### src/rtl/axis_pkt_pkg.sv
// Purpose: shared types and helpers for the packet checksum block (FSM encoding, clogb2).
// Latency: n/a (declarations only).
// Backpressure: n/a.
package axis_pkt_pkg;

    // RECV  : store beats into the buffer and fold them into the running XOR
    // DRAIN : buffer is full; swallow the rest of the packet until TLAST
    // SEND  : replay the stored words (plus the checksum word) to the source
    typedef enum logic [1:0] {
        ST_RECV  = 2'd0,
        ST_DRAIN = 2'd1,
        ST_SEND  = 2'd2
    } state_t;

    // Number of bits needed to address 'depth' distinct values (0..depth-1).
    // clogb2(1)=0, clogb2(8)=3, clogb2(9)=4.
    function automatic int clogb2(input int depth);
        int v;
        int r;
        v = depth - 1;
        r = 0;
        while (v > 0) begin
            r = r + 1;
            v = v >> 1;
        end
        return r;
    endfunction

endpackage

### src/rtl/axis_pkt_csum_if.sv
// Purpose: one AXI4-Stream link (valid/ready, data, byte strobes, last).
// Latency: n/a (wires only).
// Backpressure: tready from the slave side stalls the master side.
// Ports: master drives tvalid/tdata/tstrb/tlast and samples tready; slave is the mirror.
interface axis_pkt_csum_if #(
    parameter int C_AXIS_TDATA_WIDTH = 32
);
    logic                              tvalid;
    logic                              tready;
    logic [C_AXIS_TDATA_WIDTH-1:0]     tdata;
    logic [C_AXIS_TDATA_WIDTH/8-1:0]   tstrb;
    logic                              tlast;

    modport master (
        output tvalid,
        output tdata,
        output tstrb,
        output tlast,
        input  tready
    );

    modport slave (
        input  tvalid,
        input  tdata,
        input  tstrb,
        input  tlast,
        output tready
    );
endinterface

### src/rtl/axis_pkt_buffer.sv
// Purpose: packet word store, simple dual-port register array (1 write, 1 read port).
// Latency: write lands on the clock edge; read is combinational from the array.
// Backpressure: none; the caller qualifies wr_en.
// Ports: AXIS_ACLK clock; wr_en/wr_addr/wr_dat write port; rd_addr -> rd_dat read port.
module axis_pkt_buffer
    import axis_pkt_pkg::*;
#(
    parameter int C_AXIS_TDATA_WIDTH = 32,
    parameter int C_MAX_WORDS        = 8,
    parameter int AW                 = clogb2(C_MAX_WORDS)
) (
    input  logic                          AXIS_ACLK,
    input  logic                          wr_en,
    input  logic [AW-1:0]                 wr_addr,
    input  logic [C_AXIS_TDATA_WIDTH-1:0] wr_dat,
    input  logic [AW-1:0]                 rd_addr,
    output logic [C_AXIS_TDATA_WIDTH-1:0] rd_dat
);

    // No reset on the array: contents are don't-care until written, and the
    // control path never reads a word of the current packet before writing it.
    logic [C_AXIS_TDATA_WIDTH-1:0] mem [C_MAX_WORDS];

    always_ff @(posedge AXIS_ACLK) begin
        if (wr_en) begin
            mem[wr_addr] <= wr_dat;
        end
    end

    // Combinational read so a single-word packet written on the terminating
    // edge is visible on the very next cycle without a bypass path.
    assign rd_dat = mem[rd_addr];

endmodule

### src/rtl/axis_pkt_csum.sv
// Purpose: store-and-forward AXIS packet buffer that appends an XOR checksum word.
// Latency: first output beat is valid the cycle after the sink TLAST beat is accepted.
// Backpressure: sink is held off (tready=0) for the whole replay; source stalls hold data/last stable.
// Ports: AXIS_ACLK/AXIS_ARESETN clock and async active-low reset; s_axis packet sink;
//        m_axis packet source (tstrb all ones); pkt_count packets fully sent (wraps);
//        csum_nonzero / truncated describe the last completed packet.
module axis_pkt_csum
    import axis_pkt_pkg::*;
#(
    parameter int C_AXIS_TDATA_WIDTH = 32,
    parameter int C_MAX_WORDS        = 8,
    parameter int C_APPEND_CSUM      = 1
) (
    input  logic                 AXIS_ACLK,
    input  logic                 AXIS_ARESETN,
    axis_pkt_csum_if.slave       s_axis,
    axis_pkt_csum_if.master      m_axis,
    output logic [15:0]          pkt_count,
    output logic                 csum_nonzero,
    output logic                 truncated
);

    localparam int DW = C_AXIS_TDATA_WIDTH;
    localparam int SW = C_AXIS_TDATA_WIDTH / 8;
    // Word count must hold C_MAX_WORDS itself, hence the +1.
    localparam int CW = clogb2(C_MAX_WORDS + 1);
    localparam int AW = clogb2(C_MAX_WORDS);

    state_t          state;
    state_t          state_nxt;

    logic [CW-1:0]   wr_ptr;       // words stored; doubles as packet length in SEND
    logic [CW-1:0]   rd_ptr;       // next output beat index
    logic [DW-1:0]   csum;         // running XOR of stored (masked) words
    logic            trunc_pend;   // current packet overflowed the buffer

    logic            s_rdy;
    logic            m_vld;
    logic            s_acc;
    logic            m_acc;
    logic [DW-1:0]   s_masked_dat;
    logic [DW-1:0]   buf_rd_dat;
    logic            buf_wr_en;
    logic [CW-1:0]   last_idx;
    logic            last_beat;
    logic            is_csum_beat;

    // ------------------------------------------------------------------
    // Sink byte masking: lanes with a clear strobe are stored as 0x00 so
    // that the stored word and the checksum agree on what was received.
    // ------------------------------------------------------------------
    always_comb begin
        s_masked_dat = '0;
        for (int i = 0; i < SW; i++) begin
            if (s_axis.tstrb[i]) begin
                s_masked_dat[8*i +: 8] = s_axis.tdata[8*i +: 8];
            end
        end
    end

    assign s_acc = s_axis.tvalid && s_rdy;
    assign m_acc = m_vld && m_axis.tready;

    // Index of the final output beat: the checksum slot sits right after the
    // last payload word (index == wr_ptr) when appending is enabled.
    assign last_idx     = (C_APPEND_CSUM != 0) ? wr_ptr : (wr_ptr - CW'(1));
    assign last_beat    = (rd_ptr == last_idx);
    assign is_csum_beat = (C_APPEND_CSUM != 0) && (rd_ptr == wr_ptr);

    assign buf_wr_en = (state == ST_RECV) && s_acc;

    axis_pkt_buffer #(
        .C_AXIS_TDATA_WIDTH (DW),
        .C_MAX_WORDS        (C_MAX_WORDS),
        .AW                 (AW)
    ) u_buf (
        .AXIS_ACLK (AXIS_ACLK),
        .wr_en     (buf_wr_en),
        .wr_addr   (wr_ptr[AW-1:0]),
        .wr_dat    (s_masked_dat),
        .rd_addr   (rd_ptr[AW-1:0]),
        .rd_dat    (buf_rd_dat)
    );

    // ------------------------------------------------------------------
    // FSM: state register
    // ------------------------------------------------------------------
    always_ff @(posedge AXIS_ACLK or negedge AXIS_ARESETN) begin
        if (!AXIS_ARESETN) begin
            state <= ST_RECV;
        end else begin
            state <= state_nxt;
        end
    end

    // ------------------------------------------------------------------
    // FSM: next state and handshake outputs
    // ------------------------------------------------------------------
    always_comb begin
        state_nxt = state;
        s_rdy     = 1'b0;
        m_vld     = 1'b0;
        case (state)
            ST_RECV: begin
                s_rdy = 1'b1;
                if (s_acc) begin
                    // TLAST wins over the full check so an exactly-full
                    // packet is treated as a normal one.
                    if (s_axis.tlast) begin
                        state_nxt = ST_SEND;
                    end else if (wr_ptr == CW'(C_MAX_WORDS - 1)) begin
                        state_nxt = ST_DRAIN;
                    end
                end
            end
            ST_DRAIN: begin
                s_rdy = 1'b1;
                if (s_acc && s_axis.tlast) begin
                    state_nxt = ST_SEND;
                end
            end
            ST_SEND: begin
                m_vld = 1'b1;
                if (m_acc && last_beat) begin
                    state_nxt = ST_RECV;
                end
            end
            default: begin
                state_nxt = ST_RECV;
            end
        endcase
    end

    // ------------------------------------------------------------------
    // Datapath: pointers, checksum, status
    // ------------------------------------------------------------------
    always_ff @(posedge AXIS_ACLK or negedge AXIS_ARESETN) begin
        if (!AXIS_ARESETN) begin
            wr_ptr       <= '0;
            rd_ptr       <= '0;
            csum         <= '0;
            trunc_pend   <= 1'b0;
            pkt_count    <= '0;
            csum_nonzero <= 1'b0;
            truncated    <= 1'b0;
        end else begin
            case (state)
                ST_RECV: begin
                    if (s_acc) begin
                        wr_ptr <= wr_ptr + CW'(1);
                        csum   <= csum ^ s_masked_dat;
                        if (!s_axis.tlast && (wr_ptr == CW'(C_MAX_WORDS - 1))) begin
                            trunc_pend <= 1'b1;
                        end
                    end
                end
                ST_SEND: begin
                    if (m_acc) begin
                        if (last_beat) begin
                            rd_ptr       <= '0;
                            wr_ptr       <= '0;
                            csum         <= '0;
                            trunc_pend   <= 1'b0;
                            pkt_count    <= pkt_count + 16'd1;
                            csum_nonzero <= |csum;
                            truncated    <= trunc_pend;
                        end else begin
                            rd_ptr <= rd_ptr + CW'(1);
                        end
                    end
                end
                default: begin
                    // DRAIN discards beats: buffer, checksum and count untouched.
                end
            endcase
        end
    end

    // ------------------------------------------------------------------
    // Stream outputs. Everything here is decoded from registers only, so
    // data and last cannot move while the source is stalled, and reset
    // forces valid/last/data low without waiting for a clock.
    // ------------------------------------------------------------------
    assign s_axis.tready = s_rdy;
    assign m_axis.tvalid = m_vld;
    assign m_axis.tdata  = !m_vld       ? '0 :
                           is_csum_beat ? csum : buf_rd_dat;
    assign m_axis.tlast  = m_vld && last_beat;
    assign m_axis.tstrb  = '1;

endmodule
### src/flat_wrapper.sv
// flat-port wrapper written by rule: the top's interface ports become plain ports
module axis_pkt_csum_flat import axis_pkt_pkg::*;
#(
    parameter int C_AXIS_TDATA_WIDTH = 32,
    parameter int C_MAX_WORDS        = 8,
    parameter int C_APPEND_CSUM      = 1
)
  (AXIS_ACLK, AXIS_ARESETN, pkt_count, csum_nonzero, truncated, s_axis_tvalid, s_axis_tdata, s_axis_tstrb, s_axis_tlast, s_axis_tready, m_axis_tvalid, m_axis_tdata, m_axis_tstrb, m_axis_tlast, m_axis_tready);
  axis_pkt_csum_if #(.C_AXIS_TDATA_WIDTH(C_AXIS_TDATA_WIDTH)) s_axis_i ();
  axis_pkt_csum_if #(.C_AXIS_TDATA_WIDTH(C_AXIS_TDATA_WIDTH)) m_axis_i ();
  input  logic AXIS_ACLK;
  input  logic AXIS_ARESETN;
  output logic [15:0] pkt_count;
  output logic csum_nonzero;
  output logic truncated;
  input wire logic [$bits(s_axis_i.tvalid)-1:0] s_axis_tvalid;
  input wire logic [$bits(s_axis_i.tdata)-1:0] s_axis_tdata;
  input wire logic [$bits(s_axis_i.tstrb)-1:0] s_axis_tstrb;
  input wire logic [$bits(s_axis_i.tlast)-1:0] s_axis_tlast;
  output wire logic [$bits(s_axis_i.tready)-1:0] s_axis_tready;
  output wire logic [$bits(m_axis_i.tvalid)-1:0] m_axis_tvalid;
  output wire logic [$bits(m_axis_i.tdata)-1:0] m_axis_tdata;
  output wire logic [$bits(m_axis_i.tstrb)-1:0] m_axis_tstrb;
  output wire logic [$bits(m_axis_i.tlast)-1:0] m_axis_tlast;
  input wire logic [$bits(m_axis_i.tready)-1:0] m_axis_tready;
  assign s_axis_i.tvalid = s_axis_tvalid;
  assign s_axis_i.tdata = s_axis_tdata;
  assign s_axis_i.tstrb = s_axis_tstrb;
  assign s_axis_i.tlast = s_axis_tlast;
  assign s_axis_tready = s_axis_i.tready;
  assign m_axis_tvalid = m_axis_i.tvalid;
  assign m_axis_tdata = m_axis_i.tdata;
  assign m_axis_tstrb = m_axis_i.tstrb;
  assign m_axis_tlast = m_axis_i.tlast;
  assign m_axis_i.tready = m_axis_tready;
  axis_pkt_csum #(.C_AXIS_TDATA_WIDTH(C_AXIS_TDATA_WIDTH), .C_MAX_WORDS(C_MAX_WORDS), .C_APPEND_CSUM(C_APPEND_CSUM)) u_core (.AXIS_ACLK(AXIS_ACLK), .AXIS_ARESETN(AXIS_ARESETN), .s_axis(s_axis_i), .m_axis(m_axis_i), .pkt_count(pkt_count), .csum_nonzero(csum_nonzero), .truncated(truncated));
endmodule
### config.mk
export PLATFORM = sky130hd
export DESIGN_NAME = axis_pkt_csum_flat
export DESIGN_NICKNAME = d
export VERILOG_FILES = /design/src/rtl/axis_pkt_pkg.sv /design/src/rtl/axis_pkt_csum_if.sv /design/src/rtl/axis_pkt_buffer.sv /design/src/rtl/axis_pkt_csum.sv /design/src/flat_wrapper.sv
export SDC_FILE = /design/constraint.sdc
export NUM_CORES = 1
export LEC_CHECK = 0
export ABC_AREA = 0
export BUFFER_PORTS_ARGS = -buffer_cell sky130_fd_sc_hd__buf_2
export CORE_MARGIN = 8
export CORE_UTILIZATION = 60
export CTS_CLUSTER_SIZE = 16
export DETAILED_ROUTE_END_ITERATION = 10
export PLACE_DENSITY = 0.77
export SYNTH_ARGS = -nofsm -noshare
export SYNTH_HDL_FRONTEND = slang
export SYNTH_SLANG_ARGS = --single-unit
### constraint.sdc
create_clock -name AXIS_ACLK -period 5.2 [get_ports AXIS_ACLK]
set_input_delay 0.52 -clock AXIS_ACLK [delete_from_list [all_inputs] [get_ports AXIS_ACLK]]
set_output_delay 0.52 -clock AXIS_ACLK [all_outputs]
set_load 0.05 [all_outputs]
---- Word-level counts from Yosys, hierarchy flattened ----
Memories as Yosys holds them, arrays and structs flattened.
Cells that the tools add are included.
storage, ports and cells
  RAM bits ................................ 256
  input port bits ......................... 41
  memories ................................ 1
  word-level logic and storage cells ...... 71
  register bits after elaboration ......... 61
  output and inout bits ................... 57
operators by class
  reductions and logical operators ........ 17
  mux-type cells .......................... 30
  bitwise logic cells ..................... 1
  add/subtract/negate cells ............... 3
  equality and inequality tests ........... 11
memory list
  name              words  bits a word  read ports  clocked after Yosys merged registers in  write ports  line                   text
  u_core.u_buf.mem  8      32           1           0                                        1            axis_pkt_buffer.sv:22  logic [C_AXIS_TDATA_WIDTH-1:0] mem [C_MAX_WORDS];
operators by type and width
  cell                                                    number
  2-to-1 mux 32 bit                                       5
  case mux 32 bit (2 select lines)                        1
  2-to-1 mux 8 bit                                        4
  OR reduction 32 bit                                     1
  XOR 32 bit                                              1
  adder 16 x 1 -> 16 bit (second input constant)          1
  2-to-1 mux 4 bit                                        4
  2-to-1 mux 2 bit                                        5
  inequality test 2 x 1 -> 1 bit (second input constant)  5
  adder 4 x 1 -> 4 bit (second input constant)            2
  2-to-1 mux 1 bit                                        8
  case mux 4 bit (2 select lines)                         1
  AND reduction 4 bit                                     2
  logical AND 1 bit                                       7
  case mux 2 bit (3 select lines)                         1
  AND reduction 5 bit                                     1
  == test 4 x 3 -> 1 bit (second input constant)          1
  == test 4 bit                                           1
  inequality test 3 bit (second input constant)           1
  AND reduction 3 bit                                     1
  == test 2 x 1 -> 1 bit (second input constant)          1
  == test 2 bit (second input constant)                   1
  logical NOT 2 bit                                       1
  inequality test 2 bit (second input constant)           1
  other kinds (5)                                         5

---- Depth between registers and ports, before layout ----
  word-level depth ........................ 7
  gate-level depth with buffers ........... 7

---- Cells and area by module ----
A second synthesis with hierarchy kept.
unflattened totals
  cells, all modules ...................... 733
  area, all modules ....................... 13227.7 um^2
modules (own cells, without submodules)
  module           instances  area each (um^2)  seq. area each (um^2)  cells an instance
  axis_pkt_buffer  1          9825.7            7687.4                 383
  axis_pkt_csum    1          3402.0            1526.5                 350

---- Worst setup path before layout ----
OpenSTA, ideal clock, no wires.
  path kind ............................... reg2reg
  start point ............................. register u_core.state[1]
  end point ............................... memory u_core.u_buf.mem[2][0], enable pin
  path buffers ............................ 0
  arrival time ............................ 4.028 ns
  clock period less this slack ............ 4.541 ns
  required time ........................... 4.687 ns
  setup slack ............................. 0.659 ns
  stages on the path, launching flop included .. 4
  path through ............................ dfrtp_1 -> nor2_1 -> nand2_1 -> nor4b_1
on the way
  word-level cells in the longest chain between the ends .. 7
ends and longest elaborated chain
  what                                                                line                                       text
  start, declared                                                     axis_pkt_csum.sv:29                        state_t state;
  start signal, assigned                                              axis_pkt_csum.sv:92                        state <= state_nxt;
  == test 2 x 1 -> 1 bit / logical NOT 2 bit (equally long branches)  axis_pkt_csum.sv:103, axis_pkt_csum.sv:70
  OR reduction 2 bit (no source line)                                 -
  2-to-1 mux 1 bit                                                    axis_pkt_csum.sv:103                       case (state)
  logical AND 1 bit                                                   axis_pkt_csum.sv:61                        assign s_acc = s_axis.tvalid && s_rdy;
  logical AND 1 bit *                                                 axis_pkt_csum.sv:70                        assign buf_wr_en = (state == ST_RECV) && s_acc;
  2-to-1 mux 1 bit *                                                  axis_pkt_buffer.sv:25                      if (wr_en) begin
  2-to-1 mux 1 bit (implied by the code) *                            axis_pkt_buffer.sv:26                      mem[wr_addr] <= wr_dat;
  end, declared                                                       axis_pkt_buffer.sv:22
Mark *: on every way between the ends. The rest lies on a longest branch, timed or not.

---- Worst setup path after layout ----
  start point ............................. register u_core.rd_ptr[1]
  end point ............................... output port m_axis_tdata[0]
on the way
  word-level cells in the longest chain between the ends .. 3
ends and longest elaborated chain
  what                                                              line                  text
  start, declared                                                   axis_pkt_csum.sv:33   logic [CW-1:0] rd_ptr;
  start signal, assigned                                            axis_pkt_csum.sv:168  rd_ptr <= rd_ptr + CW'(1);
  memory read (8 x 32 bit) / == test 4 bit (equally long branches)  -
  2-to-1 mux 32 bit *                                               axis_pkt_csum.sv:187  is_csum_beat ? csum : buf_rd_dat;
  2-to-1 mux 32 bit *                                               axis_pkt_csum.sv:186  assign m_axis.tdata = !m_vld ? '0 :
  end, declared                                                     flat_wrapper.sv:22    output wire logic [$bits(m_axis_i.tdata)-1:0] m_axis_tdata;
Marked as above.

==> reports/results.ini <==
[global_routing]
grt_pass1_vias = 7444
grt_max_degree = 62
gr-usage-all-layers_pct = 21.5
gr-total-overflow = 0
grt_first_pass_wirelength_mm = 43.9
antenna_found_initial = 0

[critical_path]
cp_cell_sequence = buf_4 > mux4_1 > mux2_2 > a22o_1 > buf_2
startpoint_type = register
cpPeakStageDelay_ps = 740
r2r_cells = 4
path_class = reg2out
end_kind = output pin
ff2ff_setup_slack_ps = 2310
reg2reg_from = u_core.rd_ptr[1]$_DFFE_PN0P_
cp_max_fo = 42
crit_slowest_cell = dfrtp_4
timing.rr.end = u_core.truncated$_DFFE_PN0P_
arrival_ps = 3360
path_buf_inv = 2
cp.required_ps = 4680
path_delay_family = multiplexers

[clock_network]
root_buffer = clkbuf_16
cts_made_buffers = 31
cts_max_level = 1
cts.sinks = 317
post-cts-setup-buffer-count = 0
cts.clk_slew.worst_paths_ps = 60
clk_latency_ps = 570
ctsResizeCount = 0
cts_buffer_depth = 3
cts_tree = built
ctsHoldBuffers = 0

[power_and_ir_drop]
leakagePower_nw = 5.47
clockPowerShare_pct = 25.4
switchingPower_mw = 3.40
power_mw = 9.02
seq_power_share_pct = 38.0
power_density_mw_per_mm2 = 602
combPwrFrac_pct = 36.7
p_int_mw = 5.62
switching_share_pct = 37.7
irDropWorstVdd_v = 0.000568

[routing]
wl_mm = 28.5
ant_nets = 0
post-route-drc-count = 0
avgViaCountPerCell = 6.17
initialDrtViolationCount = 704
vias = 7096
detail_route.wl_per_cell_um = 24.8
first_pass_iters = 5

[place]
dpl_cell_area_mm2 = 0.0139
io_buffers = 93
hpwl_mm = 16.6
post-place-ws_ps = 1860
dp.cells = 1093
routabilityCongestion = 0.770

[logic_synthesis]
yosysTopAreaCellShare_pct = 58.4
synth_common_cells = edfxtp_1, dfrtp_1, mux4_2
synth.cell_area_mm2 = 0.0132
synth_edf_count = 256
syn_inst = 741
ys_ff_latch = 317
yosysMostFrequentCell = edfxtp_1
syn_area_per_cell_um2 = 17.8
synth.distinct_cells = 43
async_flop_share_pct = 19.2
yosysSeqAreaShare_pct = 70.0
synth_area_leaders = edfxtp_1, dfrtp_1, mux4_2
synth_ff_type = edfxtp_1
synth-warning-count = 0
yosysTopAreaCell = edfxtp_1

[finish]
num_antenna_cells = 0
nFillCells = 1381
multi_input_area_mm2 = 0.00373
final_nets = 890
area_growth_pct = 13.9
design_area_mm2 = 0.0150
drive_above_1_share_pct = 30.9
regArea_mm2 = 0.00922
final-instance-count-excl-fill = 1150

[sta]
fin_setup_tns_ps = 0
rsz0062_at_grt = false
slew_viol_final = 0
clock_skew_ps = 17.5
min_period_ps = 3880
min_period_over_period_pct = 74.6
worst_pin_slew_ps = 1090
slew_headroom_pct = 27.1
clock.fmax_ghz = 0.258
hold_viol_final = 0
layout_setup_ws_ps = 1320
setup_viol = 0

[outcome]
status = completed

[floorplanning]
core_area_mm2 = 0.0217
dieWidth_um = 164
die_area_mm2 = 0.0269
die-height_um = 164
rows = 54
pin_count = 98
initial_utilization_pct = 60.7

[flow_run]
drv_cap = 0

[worst_hold_path]
hold_class = in2async

per-stage QoR:
step                utilization, %  hold slack, ps
floorplan                        -             224
global placement              64.2             450
detailed placement            64.2             464
CTS                           69.1             169
global route                  69.1             224
finish                        69.1             154
power by group through the flow:
stage	logic (mW)	clock network, mW	registers, mW
CTS	3.33	2.32	3.43
global placement	3.27	0	3.45
floorplan	2.57	0	3.40
finish	3.31	2.29	3.42
global route	3.51	2.42	3.46
detailed placement	3.32	0	3.47
routing by layer:
layer	global-route usage, %	vias up	wire length [um]
li1	-	3086	-
met1	29.0	3668	11600
met2	36.4	300	14100
met3	3.51	42	2210
met4	4.92	0	553
met5	0	-	0
cells by family after synthesis:
kind of cell,synth area share [%]
DFF,70.0
and+or+nand+nor,6.67
muxes,14.1
xor gates and xnor gates,3.77
buffers and inverters,2.30
AOI/OAI and AO/OA,2.84
adders and majority gates,0.285
other,0.0285
cells in the final DEF, fill, tap and decap left out, types with 15 or more instances in the layout:
cell type,count
and2_1,33
xor2_1,46
buf_4,18
buf_2,93
clkbuf_16,31
mux4_2,56
nor4_1,15
nor2_1,39
nand2_1,49
dfrtp_1,58
a22o_1,32
mux2_2,34
edfxtp_1,256
flip-flops by register name, indices dropped and copies added (netlist names):
signal,cells
u_core.u_buf.mem,256
u_core.csum,32
u_core.pkt_count,16
u_core.last_idx,4
u_core.rd_ptr,4
u_core.state,2
u_core.csum_nonzero,1
u_core.trunc_pend,1
u_core.truncated,1
final cells by class:
cell class,instances,share of cell area [%]
Clock buffer,43,5.74
Multi-Input combinational cell,377,24.9
Clock inverter,14,1.29
Timing Repair Buffer,111,4.01
Inverter,8,0.200
Tap cell,280,2.34
Sequential cell,317,61.5
worst max path at each step:
stage | end | start | cells past startpoint
3_3_place_gp | m_axis_tdata[0] | u_core.rd_ptr[1]$_DFFE_PN0P_ | 5
2_1_floorplan | u_core.u_buf.mem[2][0]$_DFFE_PP_ | u_core.state[1]$_DFFE_PN0P_ | 3
4_1_cts | m_axis_tdata[0] | u_core.rd_ptr[1]$_DFFE_PN0P_ | 5
3_5_place_dp | m_axis_tdata[0] | u_core.rd_ptr[1]$_DFFE_PN0P_ | 5
5_1_grt | m_axis_tdata[31] | u_core.rd_ptr[1]$_DFFE_PN0P_ | 5
6_report | m_axis_tdata[0] | u_core.rd_ptr[1]$_DFFE_PN0P_ | 5
Note: power is estimated with default switching activity, not from simulation.
